<file path="config.mk">
export PLATFORM = sky130hd
export DESIGN_NAME = ines_loader
export DESIGN_NICKNAME = d
export VERILOG_FILES = /design/src/rtl/ines_loader_pkg.sv /design/src/rtl/ines_loader_byte_fifo.sv /design/src/rtl/ines_loader.sv
export SDC_FILE = /design/constraint.sdc
export NUM_CORES = 1
export LEC_CHECK = 0
export ABC_CLOCK_PERIOD_IN_PS = 9200
export BUFFER_PORTS_ARGS = -buffer_cell sky130_fd_sc_hd__buf_2
export CORE_MARGIN = 4
export CORE_UTILIZATION = 45
export DETAILED_ROUTE_END_ITERATION = 12
export GPL_TIMING_DRIVEN = 1
export MAX_ROUTING_LAYER = met4
export PLACE_DENSITY = 0.62
export SYNTH_ARGS = -nofsm -noshare
export SYNTH_HDL_FRONTEND = slang
export SYNTH_SLANG_ARGS = --single-unit
</file>
<file path="constraint.sdc">
create_clock -name clk -period 9.2 [get_ports clk]
set_input_delay 0.92 -clock clk [delete_from_list [all_inputs] [get_ports clk]]
set_output_delay 0.92 -clock clk [all_outputs]
set_load 0.02 [all_outputs]
</file>
<file path="src/rtl/ines_loader_pkg.sv">
// ines_pkg: shared states, error codes and iNES header constants for the loader
package ines_pkg;
  typedef enum logic [3:0] {
    IDLE, HEADER, TRAINER, PRG, CHR,
`ifdef INES_LOADER_CHR_CLEAR_EN
    CLEAR,
`endif
    DRAIN, DONE, ERR
  } state_t;
  localparam logic [1:0] ERR_NONE = 2'd0, ERR_HDR = 2'd1, ERR_SHORT = 2'd2, ERR_OVF = 2'd3;
  localparam logic [31:0] MAGIC = 32'h4E45531A;
  localparam int PRG_UNIT = 16384, CHR_UNIT = 8192, TRAINER_LEN = 512;
  function automatic logic [7:0] magic_byte(input logic [1:0] i);
    return MAGIC[{~i, 3'b000} +: 8];
  endfunction
endpackage

</file>
<file path="src/rtl/ines_loader_byte_fifo.sv">
// loader_byte_fifo: synchronous FIFO of {addr,data} write entries with full/empty flags
module loader_byte_fifo #(
  parameter int W = 30,
  parameter int DEPTH = 4
) (
  input  logic         clk,
  input  logic         reset,
  input  logic         push,
  input  logic [W-1:0] wdata,
  input  logic         pop,
  output logic [W-1:0] rdata,
  output logic         full,
  output logic         empty
);
  localparam int AW = $clog2(DEPTH);
  logic [W-1:0] mem [DEPTH];
  logic [AW:0] wp, rp;
  assign full = (wp ^ rp) == {1'b1, {AW{1'b0}}};
  assign empty = wp == rp;
  assign rdata = mem[rp[AW-1:0]];
  // pointers carry one extra wrap bit to tell full from empty
  always_ff @(posedge clk or posedge reset)
    if (reset) begin
      wp <= '0;
      rp <= '0;
    end else begin
      if (push && !full) wp <= wp + 1'b1;
      if (pop && !empty) rp <= rp + 1'b1;
    end
  // storage needs no reset; only entries between rp and wp are ever read
  always_ff @(posedge clk)
    if (push && !full) mem[wp[AW-1:0]] <= wdata;
endmodule

</file>
<file path="src/rtl/ines_loader.sv">
// ines_loader: parses an iNES stream and writes PRG/CHR to memory; INES_LOADER_CHR_CLEAR_EN adds CHR-RAM zero fill
module ines_loader import ines_pkg::*; #(
  parameter int ADDR_W = 22,
  parameter logic [ADDR_W-1:0] CHR_BASE = 'h200000,
  parameter int FIFO_DEPTH = 4
) (
  input  logic              clk,
  input  logic              reset,
  input  logic [7:0]        indata,
  input  logic              indata_clk,
  input  logic              downloading,
  output logic [ADDR_W-1:0] mem_addr,
  output logic [7:0]        mem_data,
  output logic              mem_write,
  input  logic              mem_ack,
  output logic [7:0]        mapper,
  output logic [1:0]        mirroring,
  output logic [7:0]        prg_banks,
  output logic [7:0]        chr_banks,
  output logic              done,
  output logic [1:0]        error
);
`ifdef INES_LOADER_CHR_CLEAR_EN
  localparam state_t NO_CHR = CLEAR;
`else
  localparam state_t NO_CHR = DRAIN;
`endif
  state_t state;
  logic dl_q, trainer, rise, payload, push, pop, full, empty;
  logic [21:0] cnt, prg_size, chr_size;
  logic [ADDR_W-1:0] waddr;
  logic [7:0] pdata;
  logic [ADDR_W+7:0] fifo_out;
  assign rise = downloading && !dl_q;
  assign payload = state == PRG || state == CHR;
  assign prg_size = 22'(prg_banks) << $clog2(PRG_UNIT);
  assign chr_size = 22'(chr_banks) << $clog2(CHR_UNIT);
`ifdef INES_LOADER_CHR_CLEAR_EN
  assign push = !full && (state == CLEAR || (payload && indata_clk && downloading));
  assign pdata = state == CLEAR ? 8'h00 : indata;
`else
  assign push = !full && payload && indata_clk && downloading;
  assign pdata = indata;
`endif
  assign pop = !empty && (!mem_write || mem_ack);

  loader_byte_fifo #(.W(ADDR_W + 8), .DEPTH(FIFO_DEPTH)) u_fifo (
    .clk(clk), .reset(reset), .push(push), .wdata({waddr, pdata}),
    .pop(pop), .rdata(fifo_out), .full(full), .empty(empty)
  );

  // load sequencer: header parse, trainer skip, payload addressing, status
  always_ff @(posedge clk or posedge reset)
    if (reset) begin
      state <= IDLE;
      dl_q <= 1'b0;
      trainer <= 1'b0;
      cnt <= '0;
      waddr <= '0;
      mapper <= '0;
      mirroring <= '0;
      prg_banks <= '0;
      chr_banks <= '0;
      done <= 1'b0;
      error <= ERR_NONE;
    end else begin
      dl_q <= downloading;
      if (rise) begin
        state <= HEADER;
        cnt <= '0;
        waddr <= '0;
        trainer <= 1'b0;
        mapper <= '0;
        mirroring <= '0;
        prg_banks <= '0;
        chr_banks <= '0;
        done <= 1'b0;
        error <= ERR_NONE;
      end else if (!downloading && (state == HEADER || state == TRAINER || payload)) begin
        state <= ERR;
        error <= ERR_SHORT;
      end else begin
        case (state)
          HEADER: if (indata_clk) begin
            cnt <= cnt + 1'b1;
            if (cnt < 22'd4 && indata != magic_byte(cnt[1:0])) begin
              state <= ERR;
              error <= ERR_HDR;
            end
            if (cnt == 22'd4) prg_banks <= indata;
            if (cnt == 22'd5) chr_banks <= indata;
            if (cnt == 22'd6) begin
              mapper[3:0] <= indata[7:4];
              mirroring <= {indata[3], indata[0]};
              trainer <= indata[2];
            end
            if (cnt == 22'd7) mapper[7:4] <= indata[7:4];
            if (cnt == 22'd15) begin
              cnt <= '0;
              state <= prg_banks == 8'd0 ? ERR : trainer ? TRAINER : PRG;
              error <= prg_banks == 8'd0 ? ERR_HDR : ERR_NONE;
            end
          end
          TRAINER: if (indata_clk) begin
            cnt <= cnt == 22'(TRAINER_LEN - 1) ? '0 : cnt + 1'b1;
            if (cnt == 22'(TRAINER_LEN - 1)) state <= PRG;
          end
          PRG, CHR: if (indata_clk) begin
            if (full) begin
              state <= ERR;
              error <= ERR_OVF;
            end else begin
              waddr <= waddr + 1'b1;
              cnt <= cnt + 1'b1;
              if (cnt == (state == PRG ? prg_size : chr_size) - 1'b1) begin
                cnt <= '0;
                waddr <= CHR_BASE;
                state <= state == CHR ? DRAIN : chr_banks != 8'd0 ? CHR : NO_CHR;
              end
            end
          end
`ifdef INES_LOADER_CHR_CLEAR_EN
          CLEAR: if (!full) begin
            waddr <= waddr + 1'b1;
            cnt <= cnt + 1'b1;
            if (cnt == 22'(CHR_UNIT - 1)) state <= DRAIN;
          end
`endif
          DRAIN: if (empty && !mem_write) begin
            done <= 1'b1;
            state <= DONE;
          end
          default: ;
        endcase
      end
    end

  // writer: present one FIFO entry and hold it until acknowledged
  always_ff @(posedge clk or posedge reset)
    if (reset) begin
      mem_write <= 1'b0;
      mem_addr <= '0;
      mem_data <= '0;
    end else if (pop) begin
      {mem_addr, mem_data} <= fifo_out;
      mem_write <= 1'b1;
    end else if (mem_ack) begin
      mem_write <= 1'b0;
    end
endmodule

</file>
==> results.cfg <==
[outcome]
outcome = finished, final reports clean

[global_route]
grt_first_pass_wirelength_um = 36900
grt_overflow = 0
antenna_found_initial = 0
grt_usage_pct = 18.0
grt_max_degree = 75
grt_pass1_vias = 6639

[sta]
tightestPinTransition_ps = 1080
grt_setup_unrepaired = false
finalSetupViolCount = 0
slew_viol_final = 0
maxSlewHeadroom_pct = 28.1
fmax_ghz = 0.239
skew_ps = 10.7
setup_ws_ps = 5010
finalCritPeriodShare_pct = 45.5
finalSetupTns_ps = 0
hold_viol = 0
period_needed_ps = 4190

[min_path]
min_path_type = input port to asynchronous set/reset pin

[routing]
antenna_left = 0
routed-via-count = 6664
drc = 0
viasPerCell = 5.56
dr.pass1.iters = 5
drt_iter0_markers = 426
wl_per_cell_um = 19.0
routed_wl_um = 22700

[setup_path]
r2r_slack_ps = 5010
crit_path_end_kind = flop
critical_path.max_fanout = 19
critical_path_required_ps = 9630
crit_arrival_ps = 4620
r2r-end = cnt[19]
worst-setup-path-type = flop to flop
ff2ff_path_depth = 10
r2r-start = state[1]
crit_path_start_kind = flop

[placement]
place.gp.congestion = 0.919
pre_cts_ws_ps = 5040
hpwlAfterDp_um = 14800
placedCellCount = 1153
port_buffers = 72

[final_layout]
drive_gt1_share_pct = 25.2
final_common_cell = edfxtp_1
layout.cells.non_filler = 1199
diodes = 0
fin_nets = 892
layout_common_cells = 120 x edfxtp_1, 114 x dfrtp_1, 72 x buf_2
synthToLayoutAreaGrowth_pct = 14.0

[pwr]
power_switching_w = 0.00116
cell_internal_pwr_w = 0.00229
ir_worst_vdd_v = 0.000164
clkPwrFrac_pct = 28.3
powerDensity_nw_per_um2 = 285
seq_power_share_pct = 40.2
comb_power_share_pct = 31.5
sw_frac_of_total_pct = 33.5
power.leakage_nw = 4.80

[flow_run]
drv_cap = 0

[clocking]
ctsHoldBuffers = 0
htree_levels = 1
clk_path_buf_depth = 3
clkLatencyLatePin_ps = 530
cts_tree = built
root_buffer = clkbuf_16
ctsResizeCount = 0
post_cts_buffers = 0
clk_pin_slew_ps = 60
cts_sinks = 235
numCtsBuffers = 25

[logic_synthesis]
ys_ff_latch = 235
ys.flop_type = edfxtp_1
synthDistinctLibCells = 66
yosys_warnings = 0
netlist_area_um2 = 10600
syn-instance-count = 790
synth_fa_ha_area_share_pct = 1.41
synthSimpleGateAreaFrac_pct = 11.6
synth_compound_area_share_pct = 7.76
syn_avg_cell_area_um2 = 13.4
syn_nets = 815
synth_top_family_by_area = multiplexers
muxShareOfSynthArea_pct = 13.6
synth-xor-area-share_pct = 2.47
ys_seq_area_share_pct = 61.0
async_flop_share_pct = 48.9
synth_edf_count = 120

[floorplan]
io_pins = 73
die_w_um = 162
coreArea_um2 = 22900
initial_core_util_pct = 46.3
die_h_um = 162
fp.dieArea_um2 = 26100
std_cell_rows = 55
==> cells by family after synthesis <==
family / Yosys count
flops: 235
simple gates: 234
compound gates: 131
mux: 100
buf+inv: 48
xor+xnor: 30
fa+ha+maj: 12
==> worst max-delay path by stage <==
stage | from | to | slack (ps) | cells past startpoint
floorplan | reset | chr_banks[0] | 5240 | 1
global placement | state[1] | cnt[19] | 5160 | 10
detailed placement | state[1] | cnt[19] | 5040 | 10
CTS | state[1] | cnt[19] | 5030 | 10
global route | state[1] | cnt[19] | 4660 | 11
finish | state[1] | cnt[19] | 5010 | 10
==> flip-flops by register name (all words and copies together) (netlist names), 8 cells and up <==
signal	count
mem_addr	22
prg_banks	8
waddr	22
u_fifo.mem	120
cnt	22
chr_banks	8
mapper	8
mem_data	8
==> stage by stage <==
stage	util (%)	hold slack, ps	cell area (um^2)	power [W]
6_report	52.8	437	12100	0.00345
5_1_grt	52.8	473	12100	0.00365
4_1_cts	52.8	454	12100	0.00349
3_5_place_dp	49.4	479	11300	0.00251
3_3_place_gp	49.4	476	11300	0.00250
2_1_floorplan	-	459	10600	0.00220
==> area by class of cell <==
cell class	count	area, um^2
fill	1959	10800
tap	313	392
inverter	16	62.6
multi-input combinational	507	3940
clock buffer	31	658
sequential	235	6480
timing repair buffer	82	435
clock inverter	15	140
==> power by group through the flow <==
stage	clock, W	combinational (W)	sequential, W
after global placement	0	0.00110	0.00140
after CTS	0.000998	0.00111	0.00139
after detailed placement	0	0.00110	0.00141
after floorplan	0	0.000706	0.00150
final	0.000975	0.00109	0.00139
after global routing	0.00105	0.00119	0.00141
==> worst max-delay path, stage by stage, from the launching register on <==
cell	delay, ps
dfrtp_1	580
and3b_1	770
mux2i_1	260
ha_1	270
nor4bb_1	260
a21oi_1	130
xnor2_1	270
nor4_4	110
a32oi_2	770
nand2_1	330
o311ai_1	340
==> Yosys cell counts (all sizes together) (15+ instances only) <==
library cell  instances  area (um^2)
a21oi                33          165
a31oi                20          131
and2                 19          119
and3                 15         93.8
clkbuf               22         83.8
dfrtp               115         2880
edfxtp              120         3600
inv                  16         60.1
mux2                 58          653
mux4                 30          676
nand2                60          225
nand3                25          125
nor2                 40          150
nor3                 16         85.1
o21ai                33          165
xnor2                19          166
==> routing by layer <==
metal	track usage, %	vias up	share of wire [%]
met5	-	-	0
li1	-	3140	-
met1	24.6	3333	45
met4	3.50	0	1.9
met3	2.55	35	4.4
met2	29.3	156	49
(Power assumes the default switching activity.)
